$ cat src/rtl/fifo_sc_ctrl.sv
// Single-clock FIFO controller: pointers, occupancy and status flags.
// Drives an external dual-port RAM; optional lookahead read addressing.
module fifo_sc_ctrl #(
  parameter int AWIDTH    = 3,
  parameter int AF_LVL    = 6,
  parameter int AE_LVL    = 2,
  parameter int SHOWAHEAD = 0
) (
  input  logic              clk_i,
  input  logic              aclr_i,
  input  logic              srst_i,
  input  logic              wr_req_i,
  input  logic              rd_req_i,
  output logic              wr_en_o,
  output logic [AWIDTH-1:0] wr_addr_o,
  output logic [AWIDTH-1:0] rd_addr_o,
  output logic              rd_en_o,
  output logic              empty_o,
  output logic              full_o,
  output logic              almost_empty_o,
  output logic              almost_full_o,
  output logic [AWIDTH:0]   usedw_o,
  output logic              overflow_o,
  output logic              underflow_o
);

  localparam int DEPTH = 2 ** AWIDTH;
  localparam logic [AWIDTH:0] ONE  = (AWIDTH+1)'(1);
  localparam logic [AWIDTH:0] ZERO = '0;
  localparam logic [AWIDTH:0] CNT_FULL = (AWIDTH+1)'(DEPTH);
  localparam logic [AWIDTH:0] AF_W = (AWIDTH+1)'(AF_LVL);
  localparam logic [AWIDTH:0] AE_W = (AWIDTH+1)'(AE_LVL);

  logic [AWIDTH:0] wr_ptr_q, wr_ptr_d;
  logic [AWIDTH:0] rd_ptr_q, rd_ptr_d;
  logic [AWIDTH:0] usedw_q, usedw_d;
  logic            empty_q, empty_d;
  logic            full_q, full_d;
  logic            aempty_q, aempty_d;
  logic            afull_q, afull_d;
  logic            ovf_q, ovf_d;
  logic            unf_q, unf_d;
  logic            wr_acc, rd_acc;
  logic [AWIDTH:0] rd_ptr_inc;

  // Accepts use registered flags; any reset discards the request.
  always_comb begin
    wr_acc = wr_req_i & ~full_q & ~aclr_i & ~srst_i;
    rd_acc = rd_req_i & ~empty_q & ~aclr_i & ~srst_i;
  end

  // Next-state pointers, occupancy, flags and error pulses.
  always_comb begin
    wr_ptr_d = wr_ptr_q;
    rd_ptr_d = rd_ptr_q;
    usedw_d  = usedw_q;
    ovf_d    = 1'b0;
    unf_d    = 1'b0;
    if (srst_i) begin
      wr_ptr_d = ZERO;
      rd_ptr_d = ZERO;
      usedw_d  = ZERO;
    end else begin
      if (wr_acc) wr_ptr_d = wr_ptr_q + ONE;
      if (rd_acc) rd_ptr_d = rd_ptr_q + ONE;
      unique case ({wr_acc, rd_acc})
        2'b10:   usedw_d = usedw_q + ONE;
        2'b01:   usedw_d = usedw_q - ONE;
        default: usedw_d = usedw_q;
      endcase
      ovf_d = wr_req_i & full_q;
      unf_d = rd_req_i & empty_q;
    end
    empty_d  = (usedw_d == ZERO);
    full_d   = (usedw_d == CNT_FULL);
    aempty_d = (usedw_d <= AE_W);
    afull_d  = (usedw_d >= AF_W);
  end

  // State registers with asynchronous clear.
  always_ff @(posedge clk_i or posedge aclr_i) begin
    if (aclr_i) begin
      wr_ptr_q <= ZERO;
      rd_ptr_q <= ZERO;
      usedw_q  <= ZERO;
      empty_q  <= 1'b1;
      full_q   <= 1'b0;
      aempty_q <= 1'b1;
      afull_q  <= 1'b0;
      ovf_q    <= 1'b0;
      unf_q    <= 1'b0;
    end else begin
      wr_ptr_q <= wr_ptr_d;
      rd_ptr_q <= rd_ptr_d;
      usedw_q  <= usedw_d;
      empty_q  <= empty_d;
      full_q   <= full_d;
      aempty_q <= aempty_d;
      afull_q  <= afull_d;
      ovf_q    <= ovf_d;
      unf_q    <= unf_d;
    end
  end

  // Lookahead mode pre-fetches the next word on a read accept.
  always_comb begin
    rd_ptr_inc = rd_ptr_q + ONE;
    if (SHOWAHEAD != 0 && rd_acc) rd_addr_o = rd_ptr_inc[AWIDTH-1:0];
    else                          rd_addr_o = rd_ptr_q[AWIDTH-1:0];
  end

  assign wr_en_o        = wr_acc;
  assign rd_en_o        = rd_acc;
  assign wr_addr_o      = wr_ptr_q[AWIDTH-1:0];
  assign usedw_o        = usedw_q;
  assign empty_o        = empty_q;
  assign full_o         = full_q;
  assign almost_empty_o = aempty_q;
  assign almost_full_o  = afull_q;
  assign overflow_o     = ovf_q;
  assign underflow_o    = unf_q;

endmodule
$ cat config.mk
export PLATFORM = sky130hd
export DESIGN_NAME = fifo_sc_ctrl
export DESIGN_NICKNAME = d
export VERILOG_FILES = /design/src/rtl/fifo_sc_ctrl.sv
export SDC_FILE = /design/constraint.sdc
export NUM_CORES = 1
export LEC_CHECK = 0
export CORE_MARGIN = 1
export CORE_UTILIZATION = 46
export CTS_CLUSTER_DIAMETER = 60
export DETAILED_ROUTE_END_ITERATION = 12
export PLACE_DENSITY = 0.81
export SLEW_MARGIN = 10
export SYNTH_ARGS = -nofsm -noshare
export SYNTH_HDL_FRONTEND = slang
export SYNTH_SLANG_ARGS = --single-unit
$ cat constraint.sdc
create_clock -name clk_i -period 3.5 [get_ports clk_i]
set_input_delay 0.525 -clock clk_i [delete_from_list [all_inputs] [get_ports clk_i]]
set_output_delay 0.525 -clock clk_i [all_outputs]
set_load 0.02 [all_outputs]
==> impl_metrics.py <==
metrics = {
    "hold_path": {
        "hold_start": "empty_o",
        "hold_depth": 2,
        "hold_class": "reg2reg",
        "whs_endpoint": "underflow_o",
    },
    "finish": {
        "register_area_sq_um": 403,
        "fill_cells": 130,
        "diodes": 0,
        "syn_to_final_growth_pct": 33.3,
        "multi_input_area_sq_um": 379,
        "utilization_pct": 69.3,
        "drive_gt1_share_pct": 12.7,
        "nNetsFinal": 113,
    },
    "route": {
        "wl_um": 1470,
        "ant_nets": 0,
        "avgRoutedWirePerCell_um": 12.4,
        "dr.pass1.iters": 8,
        "vias": 608,
        "drt-vias-per-instance": 5.15,
        "drtIter0Drc": 12,
        "drc": 3,
    },
    "floorplanning": {
        "pin_count": 23,
        "coreArea_sq_um": 1580,
        "die_w_um": 44.2,
        "die-area_sq_um": 1950,
        "die_y_um": 44.2,
        "initial_core_util_pct": 52.0,
        "row_count": 14,
    },
    "outcome": {
        "status": "complete, but fails checks",
        "violations": "DRC",
    },
    "timing": {
        "finalSetupViolCount": 0,
        "fin_setup_tns_ns": 0,
        "fmax_mhz": 341,
        "rsz0062_at_grt": "no",
        "tightest_slew_ns": 0.597,
        "slew_headroom_pct": 60.2,
        "min_period_ns": 2.93,
        "maxSlewViolCount": 0,
        "finClkSkew_ns": 0.00329,
        "hold_viol_final": 0,
        "fin_crit_sh_pct": 83.7,
    },
    "clocking": {
        "cts_hold_buf": 0,
        "cts_setup_buffers": 0,
        "clkTransAtPathRegs_ns": 0.09,
        "cts_tree": "built",
        "root_buffer": "clkbuf_4",
        "h-tree-depth": 1,
        "cts-resized-gates": 0,
        "clockBufferDepth": 2,
        "insertion_delay_ns": 0.29,
        "cts_inserted_buffers": 3,
        "numClockSinks": 16,
    },
    "global_route": {
        "antenna_found_initial": 0,
        "grt_pass1_wl_um": 2280,
        "grt_max_degree": 17,
        "track_usage_pct": 17.0,
        "grt_pass1_vias": 549,
        "grt-ovfl-total": 0,
    },
    "setup_path": {
        "critPathMaxFanout": 6,
        "cp_data_required_time_ns": 3.73,
        "crit_slowest_cell": "clkdlybuf4s50_1",
        "critical_path_depth": 11,
        "reg2reg_depth": 10,
        "crit_chain": "clkdlybuf4s50_1 -> nor3b_1 -> nor2b_1 -> ha_1 -> xor2_1 -> ha_1 -> a21oi_1 -> xor2_1 -> nor2_1 -> xnor2_1 -> and4bb_1",
        "end_kind": "register",
        "r2r_start": "full_o",
        "rr_endpoint": "full_o",
        "worst_setup_path_start_kind": "input port",
        "arrival_ns": 3.16,
        "cpPeakStageDelay_ns": 0.49,
        "crit_type": "in2reg",
        "reg2reg_slack_ns": 0.92,
        "path_delay_family": "simple AND/OR/NAND/NOR gates",
        "cp_num_buf_inv": 1,
    },
    "logic_synthesis": {
        "syn_area_sq_um": 820,
        "ys.warnings.count": 0,
        "synth.ff_latch_count": 16,
        "syn_nets": 88,
        "yosys.area.top_type_share_pct": 42.7,
        "yosys.area.top_type": "dfrtp_1",
        "synth.avg_cell_area_sq_um": 10.5,
        "yosys-top-cells-area": "dfrtp_1 43%, ha_1 7.6%, nor2_1 6.9%",
        "ys_seq_area_share_pct": 49.2,
        "synth.distinct_cells": 26,
        "synthCells": 78,
    },
    "pwr": {
        "p_leak_nw": 0.497,
        "p_per_area_nw_per_um2": 340,
        "power.total_w": 0.000371,
        "peakVddDrop_v": 0.000201,
    },
    "placed_design": {
        "dp_hpwl_um": 1070,
        "routabilityCongestion": 0.769,
        "io_buffers": 22,
    },
    "flow_run": {
        "drv_cap": 0,
    },
}
==> cell usage after synthesis <==
cell type,instances
a211o_1,1
a211oi_1,1
a21o_1,1
a21oi_1,2
a21oi_2,1
a22o_1,1
a31o_2,2
a31oi_1,1
and4bb_1,1
buf_4,2
clkbuf_1,3
dfrtp_1,14
dfstp_2,2
ha_1,5
inv_1,3
mux2i_1,2
nand2_1,5
nand2b_1,2
nand3b_1,1
nor2_1,15
nor2b_1,1
nor3b_1,2
o22ai_1,1
xnor2_1,3
xnor2_2,1
xor2_1,5
==> layout make-up <==
cell class | count | share of cell area, %
Tap cell | 16 | 1.83
Multi-Input combinational cell | 54 | 34.7
Clock buffer | 4 | 3.32
Sequential cell | 16 | 36.9
Timing Repair Buffer | 25 | 22.2
Inverter | 3 | 1.03
==> worst register-to-register path: cells and delay by family, from the launching register on <==
kind / cells / cell delay [ns]
AND/OR/NAND/NOR: 4 / 0.73
flip-flops: 1 / 0.40
AO/OA/AOI/OAI: 1 / 0.17
adder cells (fa/ha/maj): 2 / 0.50
XOR/XNOR: 3 / 0.73
==> flip-flops by register name (all words and copies together), names as in the netlist <==
| signal | count |
|---|---|
| overflow_o | 1 |
| almost_empty_o | 1 |
| almost_full_o | 1 |
| wr_ptr_q | 3 |
| rd_ptr_q | 3 |
| full_o | 1 |
| empty_o | 1 |
| underflow_o | 1 |
| usedw_o | 4 |
==> kinds of logic after synthesis <==
kind of cell               count (synthesis)  synth area share [%]
muxes                                      2                  2.44
and+or+nand+nor                           27                  15.7
xor gates and xnor gates                   9                  10.5
adders and majority gates                  5                  7.63
buffers and inverters                      8                  4.58
AOI/OAI and AO/OA                         11                  9.93
DFF                                       16                  49.2
==> report_power, final <==
group	internal (W)	total [W]	switching, W
Combinational	0.0000258	0.0000529	0.0000272
Clock	0.0000633	0.000122	0.0000586
Sequential	0.000191	0.000196	0.00000528
Total	0.000280	0.000371	0.0000911
==> layer usage <==
metal	routed length (um)	GRT usage [%]	up-vias
met3	67	4.08	2
met4	15	12.7	0
met1	600	19.2	286
met2	783	27.6	16
met5	0	0	-
li1	-	-	304
==> stage by stage <==
| step | std cells | setup WS, ns | hold WS, ns | cell area, sq um |
|---|---|---|---|---|
| after detailed placement | 114 | 0.309 | 0.485 | 1060 |
| after global routing | 118 | 0.343 | 0.530 | 1090 |
| after CTS | 118 | 0.558 | 0.503 | 1090 |
| final | 118 | 0.569 | 0.501 | 1090 |
| after floorplan | 78 | 0.607 | 0.437 | 820 |
| after global placement | 114 | 0.335 | 0.481 | 1060 |
==> worst max path at each step <==
stage,slack (ns),endpoint,startpoint
6_report,0.57,full_o,rd_req_i
5_1_grt,0.34,almost_full_o,rd_req_i
4_1_cts,0.56,full_o,rd_req_i
3_5_place_dp,0.31,full_o,rd_req_i
3_3_place_gp,0.34,full_o,rd_req_i
2_1_floorplan,0.61,full_o,aclr_i
==> layout by cell type, fill, tap and decap left out <==
cell type / Yosys / final
dfrtp_1: 14 / 14
buf_4: 2 / 3
nand3b_1: 1 / 1
nor3b_1: 2 / 2
inv_1: 3 / 3
ha_1: 5 / 5
and4bb_1: 1 / 1
dfstp_2: 2 / 2
clkbuf_8: 0 / 1
mux2i_1: 2 / 2
a31oi_1: 1 / 1
a21oi_2: 1 / 1
nor2b_1: 1 / 1
xor2_1: 5 / 5
clkdlybuf4s50_1: 0 / 22
o22ai_1: 1 / 1
nor2_1: 15 / 15
xnor2_2: 1 / 1
a22o_1: 1 / 1
a21oi_1: 2 / 2
xnor2_1: 3 / 3
a211oi_1: 1 / 1
a31o_2: 2 / 2
nand2b_1: 2 / 2
a21o_1: 1 / 1
a211o_1: 1 / 1
clkbuf_4: 0 / 3
nand2_1: 5 / 5
No activity file was read; power rests on OpenSTA's default activity.
